### config.mk
export PLATFORM = sky130hd
export DESIGN_NAME = ghost_map_rd_arbiter
export DESIGN_NICKNAME = d
export VERILOG_FILES = /design/src/rtl/ghost_map_rd_arbiter.sv
export SDC_FILE = /design/constraint.sdc
export NUM_CORES = 1
export LEC_CHECK = 0
export ABC_AREA = 0
export CAP_MARGIN = 0
export CORE_MARGIN = 3
export CORE_UTILIZATION = 37
export CTS_BUF_LIST = sky130_fd_sc_hd__clkbuf_8
export DETAILED_ROUTE_END_ITERATION = 8
export GPL_ROUTABILITY_DRIVEN = 0
export PLACE_DENSITY = 0.86
export SLEW_MARGIN = 5
export SYNTH_ARGS = -nofsm -noshare
export SYNTH_HDL_FRONTEND = slang
export SYNTH_SLANG_ARGS = --single-unit
### constraint.sdc
create_clock -name CLOCK_50 -period 2.5 [get_ports CLOCK_50]
set_clock_uncertainty 0.2 [all_clocks]
set_input_delay 0.625 -clock CLOCK_50 [delete_from_list [all_inputs] [get_ports CLOCK_50]]
set_output_delay 0.625 -clock CLOCK_50 [all_outputs]
set_load 0.01 [all_outputs]
### src/rtl/ghost_map_rd_arbiter.sv
// ghost_map_rd_arbiter: round-robin share of the ghost map RAM read port with fixed-latency tagged responses
module ghost_map_rd_arbiter #(
  parameter int NREQ   = 4,
  parameter int RD_LAT = 1,
  parameter int MAP_W  = 40,
  parameter int MAP_H  = 30
) (
  input  logic              CLOCK_50,
  input  logic              reset,
  input  logic              map_ready,
  input  logic [NREQ-1:0]   req,
  input  logic [6*NREQ-1:0] req_x,
  input  logic [5*NREQ-1:0] req_y,
  output logic [NREQ-1:0]   gnt,
  output logic [5:0]        rdaddr_x,
  output logic [4:0]        rdaddr_y,
  input  logic [7:0]        data,
  output logic [NREQ-1:0]   rsp_valid,
  output logic [7:0]        rsp_data,
  output logic              rsp_stale,
  output logic              busy
);
  localparam int PW = $clog2(NREQ);
  localparam int D = RD_LAT + 1;
  localparam logic [NREQ-1:0] one_hot0 = NREQ'(1);
  logic [NREQ-1:0] elig;
  logic [PW-1:0] rr_ptr, win;
  logic [PW:0] s;
  logic found, woob;
  logic [5:0] wx;
  logic [4:0] wy;
  logic [D-1:0] pv, po, ps;
  logic [PW-1:0] pw [D];
  always_comb begin
    elig = req & ~gnt & {NREQ{map_ready}};
    found = |elig;
    win = '0;
    s = '0;
    for (int j = NREQ - 1; j >= 0; j--) begin
      s = {1'b0, rr_ptr} + (PW+1)'(j);
      s = s >= (PW+1)'(NREQ) ? s - (PW+1)'(NREQ) : s;
      win = elig[s[PW-1:0]] ? s[PW-1:0] : win;
    end
    wx = req_x[6*win +: 6];
    wy = req_y[5*win +: 5];
    woob = int'(wx) >= MAP_W || int'(wy) >= MAP_H;
  end
  // tags shift one stage per cycle; stale accumulates any cycle spent with map_ready low
  always_ff @(posedge CLOCK_50) begin
    if (reset) begin
      gnt <= '0;
      rr_ptr <= '0;
      rdaddr_x <= '0;
      rdaddr_y <= '0;
      rsp_valid <= '0;
      rsp_data <= '0;
      rsp_stale <= 1'b0;
      pv <= '0;
      po <= '0;
      ps <= '0;
      for (int k = 0; k < D; k++) pw[k] <= '0;
    end else begin
      gnt <= found ? one_hot0 << win : '0;
      if (found) begin
        rr_ptr <= win == PW'(NREQ - 1) ? '0 : win + 1'b1;
        rdaddr_x <= wx;
        rdaddr_y <= wy;
      end
      pv <= {pv[D-2:0], found};
      po <= {po[D-2:0], woob};
      ps <= {ps[D-2:0] | {(D-1){~map_ready}}, 1'b0};
      pw[0] <= win;
      for (int k = 1; k < D; k++) pw[k] <= pw[k-1];
      rsp_valid <= pv[D-1] ? one_hot0 << pw[D-1] : '0;
      if (pv[D-1]) begin
        rsp_data <= po[D-1] ? 8'hFF : data;
        rsp_stale <= ps[D-1] | ~map_ready;
      end
    end
  end
  assign busy = |pv;
endmodule
-- Word level (Yosys, flattened, before mapping)
Memory sizes are Yosys's and may differ from the RTL's.
Cells that the tools add are included.
- logic and storage cells: 75
- latch bits: 0
- bits in writable memories: 4
- input port bits: 59
- register bits: 36
- memories: 1
- memory bits (read-only): 0
- memories (name ; words ; bits a word ; rd ports ; clocked after Yosys merged registers in ; write ports ; line ; source):
    pw ; 2 ; 2 ; 2 ; 0 ; 2 ; 33 ; logic [PW-1:0] pw [D];
- order comparisons: 10
- eq/ne operators: 1
- shift-type cells: 4
- add/subtract/negate cells: 8
- muxes and demuxes: 23
- reductions and logical operators: 5
- multiply operators: 2
- bitwise operators: 10
- divide/modulo/power cells: 0
- operators by type and width (kind ; count):
    $shiftx A24 B6 Y6 ; 1
    $mux W2 ; 11
    $shiftx A20 B6 Y5 ; 1
    $lt A2 B3 Y1 const B ; 4
    $ge A3 B3 Y1 const B ; 3
    $and A4 B4 Y4 ; 2
    $bmux W1 S2 ; 4
    $mux W8 ; 1
    $shl A1 B2 Y4 const A ; 2
    $sub A2 B1 Y2 const B ; 4
    $mux W1 ; 7
    $add A2 B2 Y3 const B ; 2
    $ge A6 B6 Y1 const B ; 1
    $reduce_or A2 Y1 ; 3
    $ge A5 B5 Y1 const B ; 1
    $mul A3 B2 Y5 const A ; 1
    $mul A2 B2 Y4 const A ; 1
    $not A4 Y4 ; 1
    $or A1 B1 Y1 ; 4
    $reduce_or A4 Y1 ; 1
    $add A2 B1 Y3 const B ; 1
    $ge A2 B3 Y1 const B ; 1
    $not A1 Y1 ; 3
    $add A2 B1 Y2 const B ; 1
    other kinds (2) ; 2

-- Logic depth before layout (Yosys ltp)
Gate-level depths: netlist (run 1).
- word-level depth: 13
- gate-level depth with buffers: 10
- depth with buffers taken out: 7

-- Worst setup path before layout (run 1)
No wires, ideal clock.
- path kind: input-to-reg
- start point: in map_ready
- end point: reg po[0]
- required time: 2.168 ns
- setup slack: 0.023 ns
- path buffers: 2
- cell stages on the path: 9
- data arrival time: 2.145 ns
- setup time: 0.132 ns
- path through: buf_4 and3b_2 o32ai_2 nor3_4 buf_6 mux2i_1 mux2i_1 o21bai_1 a21oi_1
- longest elaborated chain between the ends: 11
- elaborated cells on any way between the ends: 20
- RTL lines (item ; line ; source):
    start: declaration ; 10 ; input logic map_ready,
    $and A4 B4 Y4 * ; 35 ; elig = req & ~gnt & {NREQ{map_ready}};
    $bmux W1 S2 ; 42 ; win = elig[s[PW-1:0]] ? s[PW-1:0] : win;
    $mux W1 (implied by the code) ; 42 ;
    $mux W2 (3 in series) ; 42 ;
    $mux W2 * ; 42 ;
    $mul A3 B2 Y5 / $mul A2 B2 Y4 (equally long branches) ; 45, 44 ;
    $shiftx A20 B6 Y5 / $shiftx A24 B6 Y6 (equally long branches) ; 45, 44 ;
    $ge A5 B5 Y1 / $ge A6 B6 Y1 (equally long branches) ; 46 ; woob = int'(wx) >= MAP_W || int'(wy) >= MAP_H;
    $logic_or A1 B1 Y1 * ; 46 ;
    end signal: assignment ; 70 ; po <= {po[D-2:0], woob};
    end: declaration ; 32 ; logic [D-1:0] pv, po, ps;
Every way passes the cells marked *; elsewhere a longest branch is shown, timed or not. The select of a mux whose other input is x is not followed.
A chain may end at the register's enable or synchronous reset.

-- Worst setup path after layout (run 1)
Same ends and word-level chain as after synthesis.

==> flow_summary.yaml, run 1 <==
outcome:
  outcome: "finished, final reports clean"
place:
  place_area_mm2: 0.00278
  dp_hpwl_mm: 3.61
  portBuffers: 87
yosys:
  netlist_top_cells_count: "dfxtp_1 (39), nand2_1 (25), mux2i_1 (24)"
  synth_cell_types: 35
  yosys_register_bits: 39
  synth_top_area_share_pct: 45.0
  async_reset_ff_share_pct: 0
  postSynthAreaPerCell_um2: 9.39
  synth_edf_count: 0
  synth-main-ff-cell: "dfxtp_1"
  yosysMostFrequentCell: "dfxtp_1"
  synth_area_leaders: "dfxtp_1 (45%), mux2i_1 (14%), nand2_1 (5.4%)"
  syn_inst: 185
  syn_nets: 244
  synth-seq-area-share_pct: 45.0
  yosys_warnings: 0
  yosysTopAreaCell: "dfxtp_1"
  syn-cell-area_mm2: 0.00174
worst_hold_path:
  hold_class: "flop to flop"
grt:
  grt_max_degree: 25
  antenna_found_initial: 0
  grt-ovfl-total: 0
  grt_first_pass_wirelength_mm: 7.50
  grt_util_all_layers_pct: 17.9
  grt_pass1_vias: 1651
worst_setup_path:
  startpoint_type: "primary input"
  endpoint: "po[0]$_SDFF_PP0_"
  worst-path-stages: 10
  critical_path_class: "primary input to flop"
  cp_max_fo: 9
  max_stage_delay_ns: 0.37
  path_cells: "clkbuf_2 > nand3b_1 > o32ai_4 > nor3_4 > buf_12 > buf_12 > mux2i_1 > mux2_4 > o21bai_1 > a21oi_1"
  cp.arrival_ns: 2.40
  crit_buf_inv: 3
  timing.rr.start: "rr_ptr[1]$_SDFFE_PP0N_"
  end_kind: "flop"
  cp_common_cell: "buf_12"
  r2r_slack_ns: 0.22
  crit_family: "compound AO/OA/AOI/OAI gates"
  r2r-end: "po[0]$_SDFF_PP0_"
  startpoint: "map_ready"
  crit_required_ns: 2.52
  reg2reg_depth: 9
  crit_slowest_cell: "o32ai_4"
floorplanning:
  start_util_pct: 39.1
  core_area_mm2: 0.00444
  ioPinCount: 88
  fp-row-count: 24
  die_area_mm2: 0.00555
  die_y_um: 74.5
  fp.dieW_um: 74.5
layout:
  fin_nets: 351
  drive_gt1_share_pct: 17.1
  fillers: 363
  multi_input_area_um2: 923
  post-route-util_pct: 68.2
  diodes: 0
  fin_area_mm2: 0.00303
  syn_to_final_growth_pct: 74.4
  final-seq-area_um2: 781
route:
  drtPass1Iterations: 4
  wl_mm: 5.14
  routed-via-count: 1733
  final_antenna_net_count: 0
  wire_per_inst_um: 14.9
  drc: 0
  vias_per_cell: 5.02
  drt_iter0_drc: 74
power:
  power_leakage_nw: 1.23
  powerDensity_mw_per_mm2: 625
  vdd_drop_max_v: 0.000286
  power_mw: 1.89
sta:
  drv_slew: 0
  min_period_over_period_pct: 95.1
  finalHoldViolCount: 0
  max_slew.worst_pin.slew_ns: 0.339
  setup_violations: 0
  fin_crit_ns: 2.38
  rsz0062_at_grt: "no"
  slew_headroom_pct: 77.4
  fmax_mhz: 421
cts:
  cts_buffer_depth: 2
  cts_root_buffer: "clkbuf_8"
  cts_buffers: 5
  worstSkewPairLatency_ns: 0.29
  cts_sinks: 39
  h-tree-depth: 2
  clk_pin_slew_worst_paths_ns: 0.08
  cts_tree: "built"
flow_run:
  drv_cap: 0
cell families (layout without fill, tap and decap cells):
logic type                Yosys count  in the layout  share of synthesized area [%]
AOI/OAI and AO/OA                  31             31                           11.7
xor gates and xnor gates            1              1                          0.504
buffers and inverters              14            122                           4.25
DFF                                39             39                           45.0
muxes                              29             29                           17.1
and+or+nand+nor                    71             71                           21.5
where the power goes:
part           switching [mW]  internal, mW
Clock                   0.224         0.297
Combinational           0.262         0.385
Sequential             0.0396         0.685
Total                   0.526          1.37
cells in the final DEF (no fill, tap or decap), drive strengths merged, types with 3 or more instances in the layout:
master          n
nor2b           6
dfxtp          39
mux2            5
nor2           16
nand3b          3
clkdlybuf4s50  82
nor3            5
clkbuf          8
o211ai          4
o22ai          10
and3b           5
a21oi          13
mux2i          24
buf            24
nand2          25
dlymetal6s2s    4
metal layers:
layer  vias up  share of wire (%)  GRT usage, %  wire length (um)
met5         -                  0             0                 0
met4         0                1.6          6.92                81
met3         6                6.2          6.08               319
met2        56                 53          31.8              2730
met1       806                 39          19.6              2010
li1        865                  -             -                 -
area by class of cell:
type,count,area share (%)
clock buffers,5,2.27
clock inverters,3,1.45
inverters,1,0.124
multi-input cells,132,30.5
flip-flops and latches,39,25.8
well taps,52,2.15
repair buffers,113,37.8
registers in the layout (all words and copies together), names as in the netlist, 4 cells and up:
register	cells
gnt	4
pw	4
rdaddr_y	5
rsp_data	8
rsp_valid	4
rdaddr_x	6
worst min-delay path by stage:
stage,cells after the start,slack [ns],end,startpoint
after detailed placement,1,0.23,pw[0][3]$_SDFF_PP0_,pw[0][1]$_SDFF_PP0_
after CTS,1,0.25,po[1]$_SDFF_PP0_,po[0]$_SDFF_PP0_
after global placement,1,0.23,rsp_valid[2]$_SDFF_PP0_,pw[0][2]$_SDFF_PP0_
final,1,0.24,pw[0][3]$_SDFF_PP0_,pw[0][1]$_SDFF_PP0_
after global routing,1,0.26,po[1]$_SDFF_PP0_,po[0]$_SDFF_PP0_
after floorplan,1,0.21,po[1]$_SDFF_PP0_,po[0]$_SDFF_PP0_
per-stage QoR:
| stage | cells | hold WS, ns | setup TNS [ns] | setup slack (ns) |
|---|---|---|---|---|
| 6_report | 345 | 0.245 | 0 | 0.122 |
| 5_1_grt | 345 | 0.262 | 0 | 0.0198 |
| 4_1_cts | 339 | 0.248 | -0.203 | -0.0612 |
| 3_5_place_dp | 331 | 0.229 | -7.49 | -0.568 |
| 3_3_place_gp | 331 | 0.228 | -6.33 | -0.484 |
| 2_1_floorplan | 185 | 0.214 | 0 | 0.0226 |
what timing repair did:
action                                  CTS  global route
gates resized for setup                   3            11
buffers inserted                          0             4
pin swaps                                 0             4
hold buffers                              0             0
endpoints found under the setup margin   14            15
gates cloned                              0             2
No activity file was read; power rests on OpenSTA's default activity.
==> inputs of run 2 (changes only) <==
--- a/config.mk
+++ b/config.mk
@@ -12,6 +12,7 @@
 export CTS_BUF_LIST = sky130_fd_sc_hd__clkbuf_8
 export DETAILED_ROUTE_END_ITERATION = 8
 export GPL_ROUTABILITY_DRIVEN = 0
+export GPL_TIMING_DRIVEN = 0
 export PLACE_DENSITY = 0.86
 export SLEW_MARGIN = 5
 export SYNTH_ARGS = -nofsm -noshare
==> run 2 against run 1 <==
  * First-iteration DRC count is 28% higher
  * Wire length increased by 4.1%
  * Global-route usage up 0.28 points
  * Worst hold slack got worse by 0.0058 ns
  * Count of clock-buffer cells in the layout rose by 2
  * Core utilization is 1.3 points lower
  * Maximum frequency is 2.5% lower
  * Critical path depth decreased by 1
  * Final cell count down 0.87%
  * Combinational power about the same
  * Highest routed layer unchanged
==> flow_summary.yaml, run 2 (same netlist as run 1, synthesis figures left out) <==
power:
  power_leakage_nw: 1.17
  powerDensity_mw_per_mm2: 619
  vdd_drop_max_v: 0.000285
  power_mw: 1.84
route:
  final_antenna_net_count: 0
  drt_iter0_drc: 95
  wire_per_inst_um: 15.6
  routed-via-count: 1801
  wl_mm: 5.35
  drtPass1Iterations: 4
  drc: 0
  vias_per_cell: 5.27
worst_setup_path:
  path_cells: "buf_4 > and3b_2 > o32ai_4 > nor3_4 > clkbuf_16 > buf_4 > mux2_4 > o211ai_1 > a21oi_1"
  cp_max_fo: 10
  crit_slowest_cell: "nor3_4"
  crit_required_ns: 2.45
  cp_common_cell: "buf_4"
  max_stage_delay_ns: 0.32
  end_kind: "flop"
  crit_buf_inv: 3
  cp.arrival_ns: 2.39
  startpoint_type: "primary input"
  critical_path_class: "primary input to flop"
  crit_family: "simple AND/OR/NAND/NOR gates"
grt:
  grt_pass1_vias: 1683
  grt_max_degree: 14
  grt-ovfl-total: 0
  grt_util_all_layers_pct: 18.2
  grt_first_pass_wirelength_mm: 7.67
  antenna_found_initial: 0
sta:
  setup_tns_ns: 0
  max_slew.worst_pin.slew_ns: 0.581
  min_period_over_period_pct: 97.5
  drv_slew: 0
  slew_headroom_pct: 61.3
  fin_crit_ns: 2.44
  fin_ws_ns: 0.0621
  finalHoldViolCount: 0
  whs_ns: 0.239
  setup_violations: 0
  fmax_mhz: 410
flow_run:
  drv_cap: 0
layout:
  final_cell_mix: "clkdlybuf4s50_1 (81), dfxtp_1 (38), nand2_1 (25)"
  post-route-util_pct: 66.8
  instances_no_fill: 342
  final_common_cell: "clkdlybuf4s50_1"
  drive_gt1_share_pct: 15.2
  fin_area_mm2: 0.00297
  final-seq-area_um2: 782
  fillers: 359
  largest_reg_flops: 8
  top_regs: "rsp_data: 8 flops, rdaddr_x: 6 flops, rdaddr_y: 5 flops"
  fin_nets: 348
  multi_input_area_um2: 942
  syn_to_final_growth_pct: 71.0
  top_register: "rsp_data"
  diodes: 0
cts:
  cts_tree: "built"
  clk_pin_slew_worst_paths_ns: 0.07
  cts_buffer_depth: 2
  worstSkewPairLatency_ns: 0.29
  h-tree-depth: 2
  cts_root_buffer: "clkbuf_8"
  cts_buffers: 5
  cts_sinks: 39
  ctsHoldBuffers: 0
worst_hold_path:
  hold_class: "flop to flop"
outcome:
  outcome: "finished, final reports clean"
place:
  dp_cells: 322
  dp_hpwl_mm: 3.61
  place_area_mm2: 0.00265
  post-place-ws_ns: -0.616
  portBuffers: 85
floorplanning:
  start_util_pct: 39.1
  fp-row-count: 24
  ioPinCount: 88
  core_area_mm2: 0.00444
  die_y_um: 74.5
  fp.dieW_um: 74.5
  die_area_mm2: 0.00555
run 2: cell count changes in the layout (fill, tap and decap cells not counted), moves of 2 or more:
cell / before / now
buf_4: 21 / 13
mux2_2: 4 / 2
mux2_4: 1 / 3
clkbuf_8: 5 / 7
clkbuf_1: 0 / 7
dlymetal6s2s_1: 4 / 1
run 2: where the power goes:
group          internal, mW  switching, mW  leakage (nW)  total [mW]
combinational         0.383          0.267         0.797       0.650
clock                 0.248          0.209        0.0557       0.456
sequential            0.686         0.0449         0.321       0.731
run 2: path summary, 6_finish.rpt:
kind                                             start                  endpoint  slack [ns]  depth (start not counted)
worst max-delay path                         map_ready  rdaddr_x[2]$_SDFFE_PP0N_        0.06                          9
worst min-delay path                  po[0]$_SDFF_PP0_          po[1]$_SDFF_PP0_        0.24                          1
worst max register to register  rr_ptr[1]$_SDFFE_PP0N_          po[0]$_SDFF_PP0_        0.10                          9
worst min register to register        po[0]$_SDFF_PP0_          po[1]$_SDFF_PP0_        0.24                          1
run 2: timing repair:
action	4_1_cts	5_1_grt
cloned	0	2
resized for setup	14	14
endpoints found under the setup margin	14	12
setup buffers	4	7
pin swaps	8	8
run 2: final cells by class:
type / instances / share of cell area [%]
multi-input combinational: 132 / 31.7
sequential: 39 / 26.3
buffer: 12 / 2.99
timing repair buffer: 98 / 33.3
clock inverter: 1 / 0.126
inverter: 1 / 0.126
clock buffer: 7 / 3.24
tap: 52 / 2.19
run 2: per-layer routing:
metal	GRT usage, %	wire, um	part of all wire, %
met1	19.7	2000	37
met2	33.9	2890	54
met3	5.00	367	6.9
met4	5.93	94	1.8
met5	0	0	0
